### src/rtl/pmt_arb_pkg.sv
// Shared definitions for the PMT port arbiter: op codes, response tag,
// and the round-robin first-set-bit helper.
package pmt_arb_pkg;

    localparam logic [1:0] OP_NONE = 2'b00;
    localparam logic [1:0] OP_WR   = 2'b01;
    localparam logic [1:0] OP_RD   = 2'b10;
    localparam logic [1:0] OP_SRCH = 2'b11;

    // Ids are stored at the widest supported width so the tag type
    // does not depend on the requester count.
    localparam int unsigned MAX_REQ  = 256;
    localparam int unsigned TAG_ID_W = 8;

    typedef struct packed {
        logic                valid;
        logic [TAG_ID_W-1:0] id;
    } tag_t;

    function automatic logic [TAG_ID_W-1:0] rr_pick(
        input logic [MAX_REQ-1:0]  mask,
        input logic [TAG_ID_W-1:0] ptr,
        input int unsigned         n
    );
        logic                found;
        logic [TAG_ID_W-1:0] idx;
        rr_pick = '0;
        found   = 1'b0;
        for (int unsigned i = 0; i < MAX_REQ; i++) begin
            idx = TAG_ID_W'((32'(ptr) + i) & (n - 32'd1));
            if (!found && (i < n) && mask[idx]) begin
                rr_pick = idx;
                found   = 1'b1;
            end
        end
    endfunction

endpackage

### src/rtl/rr_priority_pick.sv
// Round-robin first-set-bit finder: scans upward from ptr_i, wrapping.
module rr_priority_pick
    import pmt_arb_pkg::*;
#(
    parameter int unsigned N  = 4,
    parameter int unsigned IW = $clog2(N)
) (
    input  logic [N-1:0]  mask_i,
    input  logic [IW-1:0] ptr_i,
    output logic          any_o,
    output logic [IW-1:0] idx_o
);

    assign any_o = |mask_i;
    assign idx_o = IW'(rr_pick(MAX_REQ'(mask_i), TAG_ID_W'(ptr_i), N));

endmodule

### src/rtl/pmt_port_arbiter.sv
// Shares one PMT crossbar port between NUM_REQ match tables and routes
// read/search responses back to the issuing requester.
module pmt_port_arbiter
    import pmt_arb_pkg::*;
#(
    parameter int unsigned NUM_REQ        = 4,
    parameter int unsigned MAX_WIDTH      = 64,
    parameter int unsigned MAX_DEPTH_BITS = 8,
    parameter int unsigned RSP_LATENCY    = 2,
    parameter int unsigned STARVE_LIMIT   = 4
) (
    input  logic                          clk,
    input  logic                          rst_n,
    input  logic                          arb_hold,
    input  logic [NUM_REQ-1:0]            req_valid,
    input  logic [2*NUM_REQ-1:0]          req_op,
    input  logic [NUM_REQ*MAX_DEPTH_BITS-1:0] req_addr,
    input  logic [NUM_REQ*MAX_WIDTH-1:0]  req_data,
    input  logic [NUM_REQ*MAX_WIDTH-1:0]  req_mask,
    output logic [NUM_REQ-1:0]            req_ready,
    output logic                          pmt_wr_en,
    output logic                          pmt_rd_en,
    output logic                          pmt_search_en,
    output logic [MAX_DEPTH_BITS-1:0]     pmt_addr,
    output logic [MAX_WIDTH-1:0]          pmt_data,
    output logic [MAX_WIDTH-1:0]          pmt_mask,
    input  logic                          pmt_rsp_valid,
    input  logic [MAX_WIDTH-1:0]          pmt_rsp_data,
    input  logic                          pmt_rsp_match_found,
    input  logic [MAX_DEPTH_BITS-1:0]     pmt_rsp_match_addr,
    output logic [NUM_REQ-1:0]            rsp_valid,
    output logic [MAX_WIDTH-1:0]          rsp_data,
    output logic                          rsp_match_found,
    output logic [MAX_DEPTH_BITS-1:0]     rsp_match_addr,
    output logic                          err_unexpected_rsp
);

    localparam int unsigned IW = $clog2(NUM_REQ);
    localparam int unsigned SW = $clog2(STARVE_LIMIT + 1);
    localparam logic [SW-1:0] STARVE_MAX = SW'(STARVE_LIMIT);

    logic [1:0]                op_a   [NUM_REQ];
    logic [MAX_DEPTH_BITS-1:0] addr_a [NUM_REQ];
    logic [MAX_WIDTH-1:0]      data_a [NUM_REQ];
    logic [MAX_WIDTH-1:0]      mask_a [NUM_REQ];

    for (genvar g = 0; g < NUM_REQ; g++) begin : g_unpack
        assign op_a[g]   = req_op[2*g +: 2];
        assign addr_a[g] = req_addr[g*MAX_DEPTH_BITS +: MAX_DEPTH_BITS];
        assign data_a[g] = req_data[g*MAX_WIDTH +: MAX_WIDTH];
        assign mask_a[g] = req_mask[g*MAX_WIDTH +: MAX_WIDTH];
    end

    logic [NUM_REQ-1:0] s_mask, m_mask;
    logic               s_any, m_any, use_s, grant;
    logic [IW-1:0]      s_idx, m_idx, win_id;
    logic [1:0]         win_op;

    always_comb begin
        s_mask = '0;
        m_mask = '0;
        for (int i = 0; i < NUM_REQ; i++) begin
            s_mask[i] = req_valid[i] && (op_a[i] == OP_SRCH);
            m_mask[i] = req_valid[i] &&
                        ((op_a[i] == OP_WR) || (op_a[i] == OP_RD));
        end
    end

    logic [IW-1:0] rr_ptr_q, rr_ptr_d;
    logic [SW-1:0] starve_q, starve_d;

    rr_priority_pick #(.N(NUM_REQ), .IW(IW)) u_pick_s (
        .mask_i (s_mask),
        .ptr_i  (rr_ptr_q),
        .any_o  (s_any),
        .idx_o  (s_idx)
    );

    rr_priority_pick #(.N(NUM_REQ), .IW(IW)) u_pick_m (
        .mask_i (m_mask),
        .ptr_i  (rr_ptr_q),
        .any_o  (m_any),
        .idx_o  (m_idx)
    );

    // Search wins unless reads/writes have already lost STARVE_LIMIT times.
    assign use_s  = s_any && ((starve_q < STARVE_MAX) || !m_any);
    assign grant  = rst_n && !arb_hold && (s_any || m_any);
    assign win_id = use_s ? s_idx : m_idx;
    assign win_op = op_a[win_id];

    assign req_ready = grant ? (NUM_REQ'(1) << win_id) : '0;

    always_comb begin
        rr_ptr_d = rr_ptr_q;
        starve_d = starve_q;
        if (grant) begin
            rr_ptr_d = win_id + IW'(1);
        end
        if (!arb_hold) begin
            if (m_any && use_s) begin
                starve_d = (starve_q == STARVE_MAX) ? starve_q
                                                    : starve_q + SW'(1);
            end else begin
                starve_d = '0;
            end
        end
    end

    logic                      wr_en_q, rd_en_q, srch_en_q;
    logic [MAX_DEPTH_BITS-1:0] addr_q;
    logic [MAX_WIDTH-1:0]      data_q, mask_q;
    logic [IW-1:0]             iss_id_q;
    tag_t                      tag_q  [RSP_LATENCY];
    logic [RSP_LATENCY-1:0]    srch_q;
    tag_t                      new_tag, head;
    logic                      head_srch, retire;

    assign new_tag.valid = rd_en_q || srch_en_q;
    assign new_tag.id    = TAG_ID_W'(iss_id_q);
    assign head          = tag_q[RSP_LATENCY-1];
    assign head_srch     = srch_q[RSP_LATENCY-1];
    assign retire        = pmt_rsp_valid && head.valid;

    logic [NUM_REQ-1:0]        rsp_valid_q;
    logic [MAX_WIDTH-1:0]      rsp_data_q;
    logic                      rsp_found_q;
    logic [MAX_DEPTH_BITS-1:0] rsp_maddr_q;
    logic                      err_q;

    always_ff @(posedge clk or negedge rst_n) begin
        if (!rst_n) begin
            rr_ptr_q    <= '0;
            starve_q    <= '0;
            wr_en_q     <= 1'b0;
            rd_en_q     <= 1'b0;
            srch_en_q   <= 1'b0;
            addr_q      <= '0;
            data_q      <= '0;
            mask_q      <= '0;
            iss_id_q    <= '0;
            srch_q      <= '0;
            for (int k = 0; k < RSP_LATENCY; k++) begin
                tag_q[k] <= '0;
            end
            rsp_valid_q <= '0;
            rsp_data_q  <= '0;
            rsp_found_q <= 1'b0;
            rsp_maddr_q <= '0;
            err_q       <= 1'b0;
        end else begin
            rr_ptr_q  <= rr_ptr_d;
            starve_q  <= starve_d;
            wr_en_q   <= grant && (win_op == OP_WR);
            rd_en_q   <= grant && (win_op == OP_RD);
            srch_en_q <= grant && (win_op == OP_SRCH);
            if (grant) begin
                addr_q   <= addr_a[win_id];
                data_q   <= data_a[win_id];
                mask_q   <= mask_a[win_id];
                iss_id_q <= win_id;
            end
            // Tags shift every cycle so each reaches the head on time.
            tag_q[0]  <= new_tag;
            srch_q[0] <= srch_en_q;
            for (int k = 1; k < RSP_LATENCY; k++) begin
                tag_q[k]  <= tag_q[k-1];
                srch_q[k] <= srch_q[k-1];
            end
            rsp_valid_q <= retire ? (NUM_REQ'(1) << head.id) : '0;
            if (retire) begin
                rsp_data_q  <= pmt_rsp_data;
                rsp_found_q <= head_srch && pmt_rsp_match_found;
                rsp_maddr_q <= head_srch ? pmt_rsp_match_addr : '0;
            end
            err_q <= err_q || (pmt_rsp_valid != head.valid);
        end
    end

    assign pmt_wr_en          = wr_en_q;
    assign pmt_rd_en          = rd_en_q;
    assign pmt_search_en      = srch_en_q;
    assign pmt_addr           = addr_q;
    assign pmt_data           = data_q;
    assign pmt_mask           = mask_q;
    assign rsp_valid          = rsp_valid_q;
    assign rsp_data           = rsp_data_q;
    assign rsp_match_found    = rsp_found_q;
    assign rsp_match_addr     = rsp_maddr_q;
    assign err_unexpected_rsp = err_q;

endmodule

### config.mk
export PLATFORM = sky130hd
export DESIGN_NAME = pmt_port_arbiter
export DESIGN_NICKNAME = d
export VERILOG_FILES = /design/src/rtl/pmt_arb_pkg.sv /design/src/rtl/rr_priority_pick.sv /design/src/rtl/pmt_port_arbiter.sv
export SDC_FILE = /design/constraint.sdc
export NUM_CORES = 1
export LEC_CHECK = 0
export BUFFER_PORTS_ARGS = -buffer_cell sky130_fd_sc_hd__buf_2
export CAP_MARGIN = 20
export CORE_AREA = 2 2 335 337
export DETAILED_ROUTE_END_ITERATION = 10
export DIE_AREA = 0 0 337 339
export PLACE_DENSITY = 0.31
export SLEW_MARGIN = 20
export SYNTH_ARGS = -nofsm -noshare
export SYNTH_HDL_FRONTEND = slang
export SYNTH_HIERARCHICAL = 1
export SYNTH_SLANG_ARGS = --single-unit
### constraint.sdc
create_clock -name clk -period 3.2 [get_ports clk]
set_input_delay 0.32 -clock clk [delete_from_list [all_inputs] [get_ports clk]]
set_output_delay 0.32 -clock clk [all_outputs]
set_load 0.05 [all_outputs]
Word level (Yosys, flattened, before mapping):

Cells that the tools add are included.

* $add $sub $neg: 5
* order comparisons: 6
* equality and inequality tests: 18
* shift operators: 2
* muxes and demuxes: 48
* bitwise logic cells: 2
* reductions and logical operators: 42

Operators with widths (count)
* $bmux W64 S2: 2
* $mux W64: 4
* $lt A2 B9 Y1 const B: 4
* $mux W8: 3
* $logic_and A1 B1 Y1: 23
* $mux W2: 11
* $eq A2 B2 Y1 const B: 10
* $bmux W1 S2: 8
* $bmux W8 S2: 1
* $mux W1: 14
* $eq A2 B1 Y1 const B: 5
* $logic_not A1 Y1: 8
* $logic_or A1 B1 Y1: 8
* $mux W4: 2
* $reduce_or A4 Y1: 2
* $shl A1 B2 Y4 const A: 2
* $mux W3: 2
* $add A2 B1 Y2 const B: 2
* $add A2 B2 Y2 const B: 2
* $bmux W2 S2: 1
* $add A3 B1 Y3 const B: 1
* $eq A3 B3 Y1 const B: 1
* $ge A3 B3 Y1 const B: 1
* $lt A3 B3 Y1 const B: 1
* 5 further kinds: 5

* register bits after elaboration: 232
* bits of input ports: 633
* output and inout bits: 221
* word-level logic and storage cells: 142

Logic depth before layout (Yosys ltp):

* word-level depth: 22
* depth in mapped cells: 12
* depth with buffers taken out: 9

Hierarchy:

The synthesis kept the hierarchy.

By module, submodules not included
* pmt_port_arbiter: times used 1, cells an instance 1032, area each 12429.4 um2, seq. area each 5805.6 um2
* rr_priority_pick: times used 2, cells an instance 15, area each 77.6 um2, seq. area each 0.0 um2

Worst setup path before layout:

Ideal clock, no wire load.

* path type: input-to-output
* start point: in req_op[6]
* end point: out req_ready[2]
* data arrival time: 2590 ps
* slack: 290 ps
* stages: 12
* cell sequence: ha_1 > and2_1 > nor2_1 > nand3_1 > a21boi_2 > mux2_4 > buf_8 > inv_12 > buf_12 > buf_6 > ha_1 > and2_1

RTL lines
* start, declared: RTL line pmt_port_arbiter.sv:16 `input logic [2*NUM_REQ-1:0] req_op,`
* $eq A2 B1 Y1 / $eq A2 B2 Y1 (equally long branches): RTL line pmt_port_arbiter.sv:65 `((op_a[i] == OP_WR) || (op_a[i] == OP_RD));`
* $logic_or A1 B1 Y1 (*): RTL line pmt_port_arbiter.sv:65
* $logic_and A1 B1 Y1 (*): RTL line pmt_port_arbiter.sv:64 `m_mask[i] = req_valid[i] &&`
* via m_mask[3]: RTL line pmt_port_arbiter.sv:54 `logic [NUM_REQ-1:0] s_mask, m_mask;`
* $reduce_or A4 Y1 (*): RTL line rr_priority_pick.sv:14 `assign any_o = |mask_i;`
* via m_any: RTL line pmt_port_arbiter.sv:55 `logic s_any, m_any, use_s, grant;`
* $logic_not A1 Y1 (*): RTL line pmt_port_arbiter.sv:87 `assign use_s = s_any && ((starve_q < STARVE_MAX) || !m_any);`
* $logic_or A1 B1 Y1 (*): RTL line pmt_port_arbiter.sv:87
* $logic_and A1 B1 Y1 (*): RTL line pmt_port_arbiter.sv:87
* $mux W2 (*): RTL line pmt_port_arbiter.sv:89 `assign win_id = use_s ? s_idx : m_idx;`
* via win_id[0]: RTL line pmt_port_arbiter.sv:56 `logic [IW-1:0] s_idx, m_idx, win_id;`
* $shl A1 B2 Y4 (*): RTL line pmt_port_arbiter.sv:92 `assign req_ready = grant ? (NUM_REQ'(1) << win_id) : '0;`
* $mux W4 (*): RTL line pmt_port_arbiter.sv:92
* end, declared: RTL line pmt_port_arbiter.sv:20 `output logic [NUM_REQ-1:0] req_ready,`

Mark *: on every way through the listed nets, which the timed path passes. The rest lies on a longest branch. The select of a mux whose other input is x is not followed.

Final worst setup path:

* start point: in req_op[6]
* end point: reg mask_q[12] (netlist: pmt_mask[12])

RTL lines
* $eq A2 B1 Y1 / $eq A2 B2 Y1 (equally long branches): RTL line pmt_port_arbiter.sv:65
* $logic_or A1 B1 Y1 (*): RTL line pmt_port_arbiter.sv:65
* $logic_and A1 B1 Y1 (*): RTL line pmt_port_arbiter.sv:64
* via m_mask[3]: RTL line pmt_port_arbiter.sv:54
* $reduce_or A4 Y1 (*): RTL line rr_priority_pick.sv:14
* via m_any: RTL line pmt_port_arbiter.sv:55
* $logic_not A1 Y1: RTL line pmt_port_arbiter.sv:87
* $logic_or A1 B1 Y1: RTL line pmt_port_arbiter.sv:87
* $logic_and A1 B1 Y1: RTL line pmt_port_arbiter.sv:87
* $mux W2: RTL line pmt_port_arbiter.sv:89
* $not A2 Y3 (implied by the code): RTL line pmt_port_arbiter.sv:160 `mask_q <= mask_a[win_id];`
* $bmux W64 S2: RTL line pmt_port_arbiter.sv:160
* $mux W64 (implied by the code) (2 in a row): RTL line pmt_port_arbiter.sv:160
* end signal, assigned: RTL line pmt_port_arbiter.sv:160
* end, declared: RTL line pmt_port_arbiter.sv:112 `logic [MAX_WIDTH-1:0] data_q, mask_q;`

Marked as above.
A chain may end at the register's enable or synchronous reset.

==> metrics.yaml <==
crit_top_cell: "buf_4"
clkLatencyLatePin_ns: 0.63
period_share: 0.956
synth_flop_cell: "dfrtp_1"
dp.cells: 3383
numCtsBuffers: 30
synthTopCellsByArea: "dfrtp_1 (46%), mux2i_1 (22%), o221ai_1 (9.6%)"
grt_max_degree: 111
start_util: 0.114
vias: 12900
ioPinCount: 854
syn-num-nets: 1706
core_um2: 110000
critical_path_peak_fanout: 31
drive_above_1_share: 0.498
ys_seq_elements: 232
critPathLaunch: "req_op[6]"
totalWireLength_um: 63900
ir_drop_uv: 361
hold_path_class: "input pin to flop"
cp_top_family: "buffers and inverters"
pre_cts_slack_ns: 0.116
htree_num_levels: 1
grt_use_total: 0.104
synth_edf_count: 0
die_h_um: 339
fmax_mhz: 327
area_growth_pct: 71.3
clock_sinks: 232
status: "completed"
r2r-start: "rr_ptr_q[0]"
clk_path_buf_depth: 3
crit_path_max_incr_delay_ns: 0.57
ant_nets: 0
critPathSlowestCell: "dlygate4sd3_1"
worst_pin_slew_ns: 0.730
netlist_area_um2: 12600
post_drt_wl_per_cell_um: 17.7
setup_slack_ns: 0.139
dpl.hpwl_um: 50200
layout_min_cycle_time_ns: 3.06
synth_cell_type_count: 40
grt_pass1_wl_um: 89600
first_iter_violations: 422
fin_skew_ns: 0.0412
cts-root-buf: "clkbuf_16"
slew_viol_final: 0
synth_largest_area_cell: "dfrtp_1"
yosysTopAreaCellShare: 0.461
clkSlewWorstSetupHoldPaths_ns: 0.06
power.leakage_uw: 0.0115
cts_tree: "built"
gp_congestion: 0.803
hold_viol: 0
synth_warnings: 6
power.density_nw_per_um2: 802
fin_cells: 3615
cp-start-kind: "input pin"
ys_seq_area_frac: 0.461
drtPass1Iterations: 5
relSlewSlack: 0.514
fin_nets: 2741
cp-end-kind: "flop"
drv_cap: 0
port_buffers: 853
rows: 122
dieArea_um2: 114000
fin_util: 0.195
setup_viol: 0
avgSynthCellArea_um2: 11.8
synthCells: 1062
async_reset_ff_frac: 1.00
grt_pass1_vias: 14200
place_area_um2: 18700
finalInstanceArea_um2: 21600
path_class: "input pin to flop"
path_buf_inv: 6
cp.required_ns: 3.67
drcViolationCount: 0
overflow: 0
worstPathCellList: "buf_2 > ha_1 > and2_1 > nor2_1 > nand3_1 > a21boi_2 > mux2_4 > clkinv_16 > buf_4 > buf_12 > buf_4 > mux2i_1 > dlygate4sd3_1 > o221ai_1"
die_w_um: 337
hp-start: "req_mask[223]"
vias_per_cell: 3.58
antenna_found_initial: 11
tns_ns: 0
crit_arrival_ns: 3.53
==> layer usage <==
layer / part of all wire / global-route usage / vias up
met5: 0.00067 / 0 / -
li1: - / - / 6051
met4: 0.031 / 0.0383 / 8
met2: 0.54 / 0.201 / 509
met1: 0.36 / 0.106 / 6278
met3: 0.072 / 0.0261 / 91
==> kinds of logic (layout without fill, tap and decap cells) <==
family | count (synthesis) | count (layout) | synth area share
buffers and inverters | 112 | 1171 | 0.0696
and+or+nand+nor | 192 | 192 | 0.0651
other | 0 | 6 | 0
AOI/OAI and AO/OA | 170 | 170 | 0.111
DFF | 232 | 232 | 0.461
muxes | 345 | 345 | 0.282
adders and majority gates | 11 | 11 | 0.0109
==> placed cells by master, fill, tap and decap left out, types with 2 or more instances in the layout <==
cell type      netlist  routed
inv_1               20      20
dfrtp_1            232     231
diode_2              0       6
buf_2                4     852
nand2b_1             2       2
bufinv_16            0       7
nand3_1             11      11
clkbuf_16            0      30
ha_1                11      10
o21ai_0             13      13
inv_2                3       3
nand2_1            147     146
a221o_1              2       2
buf_12              23      16
clkbuf_1            48       5
and2_1              12      12
clkinv_16            0       2
mux2_2              67      67
a21oi_1              9       9
dlygate4sd3_1        0     164
buf_4                1      56
mux2i_1            276     276
o22ai_1              3       3
clkinv_2             0       4
o221ai_1           138     138
clkbuf_8             0       7
nor2_1               4       4
or2_2                2       2
nor2b_1              8       8
==> final timing paths <==
| check | to | slack, ns | cells past startpoint |
|---|---|---|---|
| setup / recovery | pmt_mask[12] | 0.14 | 14 |
| hold / removal | pmt_mask[31] | 0.04 | 3 |
| setup reg to reg | pmt_mask[61] | 0.17 | 10 |
| hold reg to reg | head[8] | 0.35 | 0 |
| max in group asynchronous | pmt_mask[8] | 1.97 | 3 |
| min in group asynchronous | starve_q[2] | 0.16 | 2 |
==> final cells by class <==
class                           count  area, µm²
Clock buffer                       42        866
Antenna cell                        6       15.0
Sequential cell                   232       5810
Fill cell                       12300      88800
Clock inverter                     14        277
Multi-Input combinational cell    718       5940
Inverter                           24        116
Tap cell                         1488       1860
Timing Repair inverter              1       11.3
Timing Repair Buffer             1090       6670
==> where the power goes <==
part / internal (µW) / leakage (µW) / switching, µW
Sequential: 3990 / 0.00287 / 600
Combinational: 2720 / 0.00807 / 6040
Clock: 2450 / 0.000556 / 1500
Total: 9160 / 0.0115 / 8140
==> cell usage after synthesis (2+ instances only) <==
cell,instances
inv_2,3
o22ai_1,3
buf_2,4
o21ai_0,13
o221ai_1,138
dfrtp_1,232
nand3_1,11
inv_1,20
buf_6,6
buf_12,23
nand2b_1,2
and2_1,12
mux2i_1,276
nor2_1,4
or2_2,2
nor2b_1,8
a21oi_1,9
buf_1,4
clkbuf_1,48
mux2_2,67
ha_1,11
a221o_1,2
nand2_1,147
==> per-stage QoR <==
stage	hold slack, ns	power (µW)
floorplan	0.0244	10700
global route	0.00370	18200
global placement	0.231	13100
finish	0.0359	17300
CTS	0.000278	17500
detailed placement	0.230	13200
==> sequential cells by signal, summed over array words and instances (netlist names), 3 cells and up <==
name	cells
tag_q	3
rsp_data	64
rsp_valid	4
head	3
pmt_addr	8
starve_q	3
rsp_match_addr	8
pmt_mask	64
pmt_data	64
==> timing repair <==
item | 4_1_cts | 5_1_grt
endpoints found under the setup margin | 0 | 5
resized for setup | 0 | 3
hold buffers | 164 | 0
endpoints found under the hold margin | 164 | 0
buffers inserted | 0 | 5
==> worst min-delay path: cells and delay by family <==
family	cells	cell delay, ns
buffers and inverters	1	0.08
AOI/OAI and AO/OA	1	0.16
muxes	1	0.07
(Power assumes the default switching activity.)
